File: config.mk
export PLATFORM = sky130hd
export DESIGN_NAME = function_eval_sequencer
export DESIGN_NICKNAME = d
export VERILOG_FILES = /design/src/rtl/function_eval_pkg.sv /design/src/rtl/operand_fifo.sv /design/src/rtl/function_eval_sequencer.sv
export SDC_FILE = /design/constraint.sdc
export NUM_CORES = 1
export LEC_CHECK = 0
export BUFFER_PORTS_ARGS = -buffer_cell sky130_fd_sc_hd__buf_2
export CORE_UTILIZATION = 40
export CTS_CLUSTER_SIZE = 25
export DETAILED_ROUTE_END_ITERATION = 6
export PLACE_DENSITY = 0.58
export RECOVER_POWER = 50
export SLEW_MARGIN = 10
export SYNTH_ARGS = -nofsm -noshare
export SYNTH_HDL_FRONTEND = slang
export SYNTH_SLANG_ARGS = --single-unit
File: constraint.sdc
create_clock -name clk -period 5.35 [get_ports clk]
set_input_delay 1.07 -clock clk [delete_from_list [all_inputs] [get_ports clk]]
set_output_delay 1.07 -clock clk [all_outputs]
set_load 0.005 [all_outputs]
File: src/rtl/function_eval_pkg.sv
`default_nettype none
// ============================================================================
// Module : function_eval_pkg
// Brief  : Shared opcodes, default widths and sequencer state encoding
// Rev    : 1.0  initial release
// ============================================================================
package function_eval_pkg;

    localparam int DEF_FLT_DATA_WIDTH = 32;
    localparam int DEF_N_WIDTH        = 2;

    localparam logic [DEF_N_WIDTH-1:0] OP_CLEAR = 2'd0;
    localparam logic [DEF_N_WIDTH-1:0] OP_GO    = 2'd1;
    localparam logic [DEF_N_WIDTH-1:0] OP_READ  = 2'd2;

    typedef enum logic [2:0] {
        S_IDLE   = 3'd0,
        S_ISSUE  = 3'd1,
        S_WAIT   = 3'd2,
        S_GAP    = 3'd3,
        S_REPORT = 3'd4
    } seq_state_e;

endpackage
`default_nettype wire

File: src/rtl/operand_fifo.sv
`default_nettype none
// ============================================================================
// Module : operand_fifo
// Brief  : Synchronous operand-pair FIFO with occupancy count and bulk drop
// Rev    : 1.0  initial release
// ============================================================================
module operand_fifo #(
    parameter int  WIDTH = 64,
    parameter int  DEPTH = 8,
    localparam int PTR_W = $clog2(DEPTH),
    localparam int CNT_W = $clog2(DEPTH + 1)
) (
    input  logic             clk,
    input  logic             rst,
    input  logic             push_i,
    input  logic [WIDTH-1:0] wdata_i,
    input  logic             pop_i,
    input  logic             drop_i,
    input  logic [CNT_W-1:0] drop_cnt_i,
    output logic             full_o,
    output logic [WIDTH-1:0] rdata_o,
    output logic [CNT_W-1:0] count_o
);

    logic [WIDTH-1:0] mem_q [DEPTH];
    logic [PTR_W-1:0] wr_ptr_q;
    logic [PTR_W-1:0] rd_ptr_q;
    logic [CNT_W-1:0] count_q;
    logic [CNT_W-1:0] w_rd_adv;
    logic             w_push_ok;

    assign full_o  = (count_q == CNT_W'(DEPTH));
    assign count_o = count_q;
    assign rdata_o = mem_q[rd_ptr_q];

    // Full is judged on the current count, so a same-cycle pop never frees a slot early.
    always_comb begin
        w_push_ok = push_i && !full_o;
        w_rd_adv  = '0;
        if (drop_i) begin
            w_rd_adv = drop_cnt_i;
        end else if (pop_i && (count_q != '0)) begin
            w_rd_adv = CNT_W'(1);
        end
    end

    always_ff @(posedge clk or posedge rst) begin
        if (rst) begin
            wr_ptr_q <= '0;
            rd_ptr_q <= '0;
            count_q  <= '0;
        end else begin
            if (w_push_ok) begin
                wr_ptr_q <= wr_ptr_q + PTR_W'(1);
            end
            rd_ptr_q <= rd_ptr_q + PTR_W'(w_rd_adv);
            count_q  <= count_q + CNT_W'(w_push_ok) - w_rd_adv;
        end
    end

    always_ff @(posedge clk) begin
        if (w_push_ok) begin
            mem_q[wr_ptr_q] <= wdata_i;
        end
    end

endmodule
`default_nettype wire

File: src/rtl/function_eval_sequencer.sv
`default_nettype none
// ============================================================================
// Module : function_eval_sequencer
// Brief  : Buffers operand pairs and drives one CLEAR/GO.../READ evaluator batch
// Rev    : 1.0  initial release
// ============================================================================
module function_eval_sequencer
    import function_eval_pkg::*;
#(
    parameter int FLT_DATA_WIDTH = DEF_FLT_DATA_WIDTH,
    parameter int N_WIDTH        = DEF_N_WIDTH,
    parameter int FIFO_DEPTH     = 8,
    parameter int TIMEOUT_CYCLES = 1024
) (
    input  logic                      clk,
    input  logic                      rst,
    input  logic                      push,
    input  logic [FLT_DATA_WIDTH-1:0] push_x_one,
    input  logic [FLT_DATA_WIDTH-1:0] push_x_two,
    output logic                      full,
    input  logic                      run,
    output logic                      busy,
    output logic [FLT_DATA_WIDTH-1:0] result,
    output logic                      result_valid,
    output logic                      error,
    output logic                      ci_clk_en,
    output logic                      ci_start,
    output logic [N_WIDTH-1:0]        ci_n,
    output logic [FLT_DATA_WIDTH-1:0] ci_x_one,
    output logic [FLT_DATA_WIDTH-1:0] ci_x_two,
    input  logic                      ci_done,
    input  logic [FLT_DATA_WIDTH-1:0] ci_result
);

    localparam int                 CNT_W     = $clog2(FIFO_DEPTH + 1);
    localparam int                 TMO_W     = $clog2(TIMEOUT_CYCLES);
    localparam logic [TMO_W-1:0]   TMO_LAST  = TMO_W'(TIMEOUT_CYCLES - 1);
    localparam logic [N_WIDTH-1:0] OPC_CLEAR = N_WIDTH'(OP_CLEAR);
    localparam logic [N_WIDTH-1:0] OPC_GO    = N_WIDTH'(OP_GO);
    localparam logic [N_WIDTH-1:0] OPC_READ  = N_WIDTH'(OP_READ);

    seq_state_e                  state_q;
    logic [CNT_W-1:0]            remaining_q;
    logic [TMO_W-1:0]            tmo_q;
    logic [FLT_DATA_WIDTH-1:0]   rd_data_q;
    logic [FLT_DATA_WIDTH-1:0]   result_q;
    logic                        result_valid_q;
    logic                        error_q;
    logic                        busy_q;
    logic                        ci_start_q;
    logic [N_WIDTH-1:0]          ci_n_q;
    logic [FLT_DATA_WIDTH-1:0]   ci_x_one_q;
    logic [FLT_DATA_WIDTH-1:0]   ci_x_two_q;
    logic [CNT_W-1:0]            w_fifo_count;
    logic [2*FLT_DATA_WIDTH-1:0] w_fifo_rdata;
    logic                        w_pop;
    logic                        w_timeout;

    // The head pair is popped on the edge that enters ISSUE, so it is on the bus during ISSUE.
    assign w_pop     = (state_q == S_GAP) && (ci_n_q != OPC_READ) && (remaining_q != '0);
    assign w_timeout = (state_q == S_WAIT) && !ci_done && (tmo_q == TMO_LAST);

    operand_fifo #(
        .WIDTH (2 * FLT_DATA_WIDTH),
        .DEPTH (FIFO_DEPTH)
    ) u_fifo (
        .clk        (clk),
        .rst        (rst),
        .push_i     (push),
        .wdata_i    ({push_x_one, push_x_two}),
        .pop_i      (w_pop),
        .drop_i     (w_timeout),
        .drop_cnt_i (remaining_q),
        .full_o     (full),
        .rdata_o    (w_fifo_rdata),
        .count_o    (w_fifo_count)
    );

    always_ff @(posedge clk or posedge rst) begin
        if (rst) begin
            state_q        <= S_IDLE;
            remaining_q    <= '0;
            tmo_q          <= '0;
            rd_data_q      <= '0;
            result_q       <= '0;
            result_valid_q <= 1'b0;
            error_q        <= 1'b0;
            busy_q         <= 1'b0;
            ci_start_q     <= 1'b0;
            ci_n_q         <= '0;
            ci_x_one_q     <= '0;
            ci_x_two_q     <= '0;
        end else begin
            case (state_q)
                S_IDLE: begin
                    if (run) begin
                        state_q     <= S_ISSUE;
                        busy_q      <= 1'b1;
                        ci_start_q  <= 1'b1;
                        ci_n_q      <= OPC_CLEAR;
                        ci_x_one_q  <= '0;
                        ci_x_two_q  <= '0;
                        remaining_q <= w_fifo_count;
                    end
                end
                S_ISSUE: begin
                    ci_start_q <= 1'b0;
                    tmo_q      <= '0;
                    state_q    <= S_WAIT;
                end
                S_WAIT: begin
                    if (ci_done) begin
                        state_q <= S_GAP;
                        if (ci_n_q == OPC_READ) begin
                            rd_data_q <= ci_result;
                        end
                    end else if (tmo_q == TMO_LAST) begin
                        remaining_q    <= '0;
                        result_q       <= '0;
                        error_q        <= 1'b1;
                        result_valid_q <= 1'b1;
                        state_q        <= S_REPORT;
                    end else begin
                        tmo_q <= tmo_q + TMO_W'(1);
                    end
                end
                S_GAP: begin
                    if (ci_n_q == OPC_READ) begin
                        result_q       <= rd_data_q;
                        error_q        <= 1'b0;
                        result_valid_q <= 1'b1;
                        state_q        <= S_REPORT;
                    end else begin
                        ci_start_q <= 1'b1;
                        state_q    <= S_ISSUE;
                        if (remaining_q != '0) begin
                            ci_n_q      <= OPC_GO;
                            ci_x_one_q  <= w_fifo_rdata[2*FLT_DATA_WIDTH-1:FLT_DATA_WIDTH];
                            ci_x_two_q  <= w_fifo_rdata[FLT_DATA_WIDTH-1:0];
                            remaining_q <= remaining_q - CNT_W'(1);
                        end else begin
                            ci_n_q     <= OPC_READ;
                            ci_x_one_q <= '0;
                            ci_x_two_q <= '0;
                        end
                    end
                end
                S_REPORT: begin
                    result_valid_q <= 1'b0;
                    busy_q         <= 1'b0;
                    ci_n_q         <= '0;
                    ci_x_one_q     <= '0;
                    ci_x_two_q     <= '0;
                    state_q        <= S_IDLE;
                end
                default: begin
                    state_q <= S_IDLE;
                end
            endcase
        end
    end

    assign busy         = busy_q;
    assign ci_clk_en    = busy_q;
    assign result       = result_q;
    assign result_valid = result_valid_q;
    assign error        = error_q;
    assign ci_start     = ci_start_q;
    assign ci_n         = ci_n_q;
    assign ci_x_one     = ci_x_one_q;
    assign ci_x_two     = ci_x_two_q;

endmodule
`default_nettype wire

==> impl_metrics.csv <==
group,metric,value,unit
sta,drv_slew,206,
clock_tree,tritoncts,"yes",
synthesis,ys_types,53,
clock_tree,clk_latency,0.62,ns
die,num_io_pins,205,
die,core.rowCount,92,
cells_and_area,drive_gt1_share,27.10,%
sta,fin_ws,1.212,ns
synthesis,yosys.area_share.simple,3.471,%
power_and_ir_drop,power_leakage,10.83,nW
synthesis,synthAdderAreaFrac,0.6932,%
detailed_routing,routed_via_density,5.190,
synthesis,synth.area.top_cells,"edfxtp_1, dfrtp_1, mux4_2",
detailed_routing,drcViolationCount,0,
power_and_ir_drop,power_density,557.3,nW/µm²
setup_path,start_kind,"input port",
detailed_routing,first_iter_violations,902,
sta,hold_viol,0,
power_and_ir_drop,power_switching,0.005079,W
power_and_ir_drop,seqPwrFrac,44.3,%
clock_tree,cts.sinks,673,
synthesis,muxShareOfSynthArea,15.28,%
sta,holdWs,0.4656,ns
sta,fin_setup_tns,0,ns
place,dpl_cell_area,27790,µm²
synthesis,synth.avg_cell_area,18.93,µm²
sta,rsz0062_at_grt,"false",
detailed_routing,drt_wl_total,55240,µm
global_route,antenna_found_initial,8,
cells_and_area,nets,1703,
setup_path,critPathMaxFanout,10,
sta,period_share,77.34,%
sta,relSlewSlack,-63.72,%
clock_tree,h-tree-depth,3,
clock_tree,cts-buffers-inserted,71,
synthesis,yosysTopAreaCell,"edfxtp_1",
setup_path,crit_path_end_kind,"register",
synthesis,yosys_warnings,0,
sta,tightest_slew,2.456,ns
sta,timing.fmax,241.7,MHz
synthesis,ys.flop_type,"edfxtp_1",
detailed_routing,final_antenna_net_count,0,
synthesis,synth_edf_count,512,
synthesis,seq_area_frac_synth,75.71,%
clock_tree,cts_setup_buffers,0,
setup_path,crit_family,"simple AND/OR/NAND/NOR gates",
power_and_ir_drop,netSwitchingFraction,30.34,%
global_route,grt_overflow_total,0,
power_and_ir_drop,peakVddDrop,0.4636,mV
setup_path,arrival,4.68,ns
setup_path,cp_slowest_stage_delay,1.31,ns
clock_tree,post_cts_resized,0,
power_and_ir_drop,internal_power,0.01166,W
global_route,grt_pass1_vias,13695,
detailed_routing,wire_per_inst,22.13,µm
clock_tree,clockRootBuffer,"clkbuf_16",
run,maxCapViolations,3,
global_route,track_usage,17.30,%
setup_path,crit_buf_inv,1,
synthesis,synthesis.nets,1468,
place,place_ws,1.360,ns
synthesis,synth_most_common_cell,"edfxtp_1",
clock_tree,clkTransAtPathRegs,0.06,ns
setup_path,critical_path.slowest_cell,"nor4_1",
setup_path,critPathKind,"input port to register",
synthesis,synth_xor_area_share,0.3076,%
global_route,grt_pass1_wl,83920,µm
synthesis,synth_cells,1354,
die,die_w,255.1,µm
detailed_routing,dr_total_vias,12954,
synthesis,syn_area,25630,µm²
sta,finalSetupViolCount,0,
global_route,grt_max_degree,162,
synthesis,synth_top_area_share,59.99,%
status,status,"complete, but fails checks",
die,die_h,255.1,µm
synthesis,synth_seq_cells,673,
synthesis,synth_compound_area_share,3.217,%
sta,worst_clock_skew,0.03309,ns
worst_hold_path,hold_class,"register to register",
synthesis,synth_top_family_by_area,"multiplexers",
synthesis,async_flop_share,23.92,%
sta,fin_crit,4.138,ns
place,gp_congestion,0.7553,
place,numPortBuffers,204,
setup_path,path_cells,"buf_2 > or4b_1 > nor4_1 > nand2_1 > ha_1 > ha_1 > a21o_1 > a21oi_1 > xnor2_1 > xnor2_1",
power_and_ir_drop,p_comb_share,26.3,%
synthesis,synthTopCellsByCount,"edfxtp_1, dfrtp_1, nand2_1",
power_and_ir_drop,power.total,0.01674,W
power_and_ir_drop,pwr-share-clk,29.3,%
place,hpwl,30110,µm
status,violations,"capacitance limit, slew limit",
clock_tree,ctsHoldBuffers,0,
cells_and_area,design_area,30040,µm²
detailed_routing,dr.pass1.iters,5,
die,core,63200,µm²
setup_path,worstPathRequired,5.90,ns
cells_and_area,syn2layout_area_growth,17.21,%
die,initial_core_util,40.56,%
clock_tree,clock_path_buffers,3,
die,dieArea,65090,µm²
-- cell type report --
cell class	instances	area, µm²
Inverter	16	66.31
Clock inverter	38	436.7
Multi-Input combinational cell	598	5956
Tap cell	846	1059
Fill cell	5310	33150
Sequential cell	673	19410
Antenna cell	4	10.01
Timing Repair Buffer	229	1186
Clock buffer	92	1917
-- logic make-up (layout without fill, tap and decap cells) --
group / Yosys count / in the layout
other: 0 / 4
DFF: 673 / 673
adders and majority gates: 13 / 13
xor gates and xnor gates: 9 / 9
muxes: 227 / 227
and+or+nand+nor: 202 / 202
buffers and inverters: 83 / 375
AOI/OAI and AO/OA: 147 / 147
-- placed cells by master, fill, tap and decap left out, types with 18 or more instances in the layout --
| cell | count |
|---|---|
| buf_2 | 139 |
| buf_4 | 18 |
| clkbuf_1 | 82 |
| clkbuf_16 | 72 |
| dfrtp_1 | 159 |
| edfxtp_1 | 512 |
| mux2_2 | 33 |
| mux2i_1 | 66 |
| mux4_2 | 128 |
| nand2_1 | 145 |
| o21ai_0 | 104 |
-- sequential cells by signal (all words and copies together), names as in the netlist --
signal           flops
ci_start             1
busy                 1
u_fifo.rd_ptr_q      3
tmo_q               10
ci_x_one            32
u_fifo.count_o       4
rd_data_q           32
result_valid         1
remaining_q          4
result              32
u_fifo.mem_q       512
state_q              3
ci_x_two            32
error                1
ci_n                 2
u_fifo.wr_ptr_q      3
-- metal layers --
metal  global-route usage [%]  wire length (µm)  vias to the layer above
met5                        0                47                        -
met4                    5.269              1169                        8
met3                    4.078              3254                       87
met2                    27.81             26420                      307
met1                    23.42             24340                     6756
li1                         -                 -                     5796
-- worst register-to-register path: stages, from the launching register on --
cell	delay [ns]
dfrtp_1	0.52
or4b_1	0.64
nor4_1	1.31
nand2_1	0.26
ha_1	0.38
ha_1	0.29
a21o_1	0.19
a21oi_1	0.19
xnor2_1	0.15
xnor2_1	0.13
-- power by group through the flow --
| stage | Combinational (W) | Sequential, W | Clock, W |
|---|---|---|---|
| 2_1_floorplan | 0.00309 | 0.00727 | 0 |
| 3_3_place_gp | 0.00448 | 0.00749 | 0 |
| 3_5_place_dp | 0.00454 | 0.00754 | 0 |
| 4_1_cts | 0.00455 | 0.00744 | 0.00504 |
| 5_1_grt | 0.00487 | 0.00755 | 0.00522 |
| 6_report | 0.00441 | 0.00742 | 0.00491 |
-- path summary, 6_finish.rpt --
kind                       slack (ns)                 startpoint  cells past startpoint                      endpoint
min reg2reg                      0.47  rd_data_q[27]$_DFFE_PP0P_                      2        result[27]$_DFFE_PP0P_
max in group asynchronous        2.11                        rst                      3  u_fifo.rd_ptr_q[0]$_DFF_PP0_
min in group asynchronous        1.38                        rst                      3      ci_x_one[14]$_DFFE_PP0P_
min                              0.47  rd_data_q[27]$_DFFE_PP0P_                      2        result[27]$_DFFE_PP0P_
max                              1.21                    ci_done                     10   u_fifo.count_o[3]$_DFF_PP0_
max reg2reg                      1.22     state_q[0]$_DFFE_PP0P_                      9   u_fifo.count_o[3]$_DFF_PP0_
-- metrics by stage --
| stage | utilization [%] | std cells |
|---|---|---|
| after floorplan | - | 1354 |
| after global placement | 43.98 | 2362 |
| after detailed placement | 43.98 | 2362 |
| after CTS | 47.71 | 2492 |
| after global routing | 47.53 | 2493 |
| final | 47.54 | 2496 |
Power figures use the tool's default switching activity.
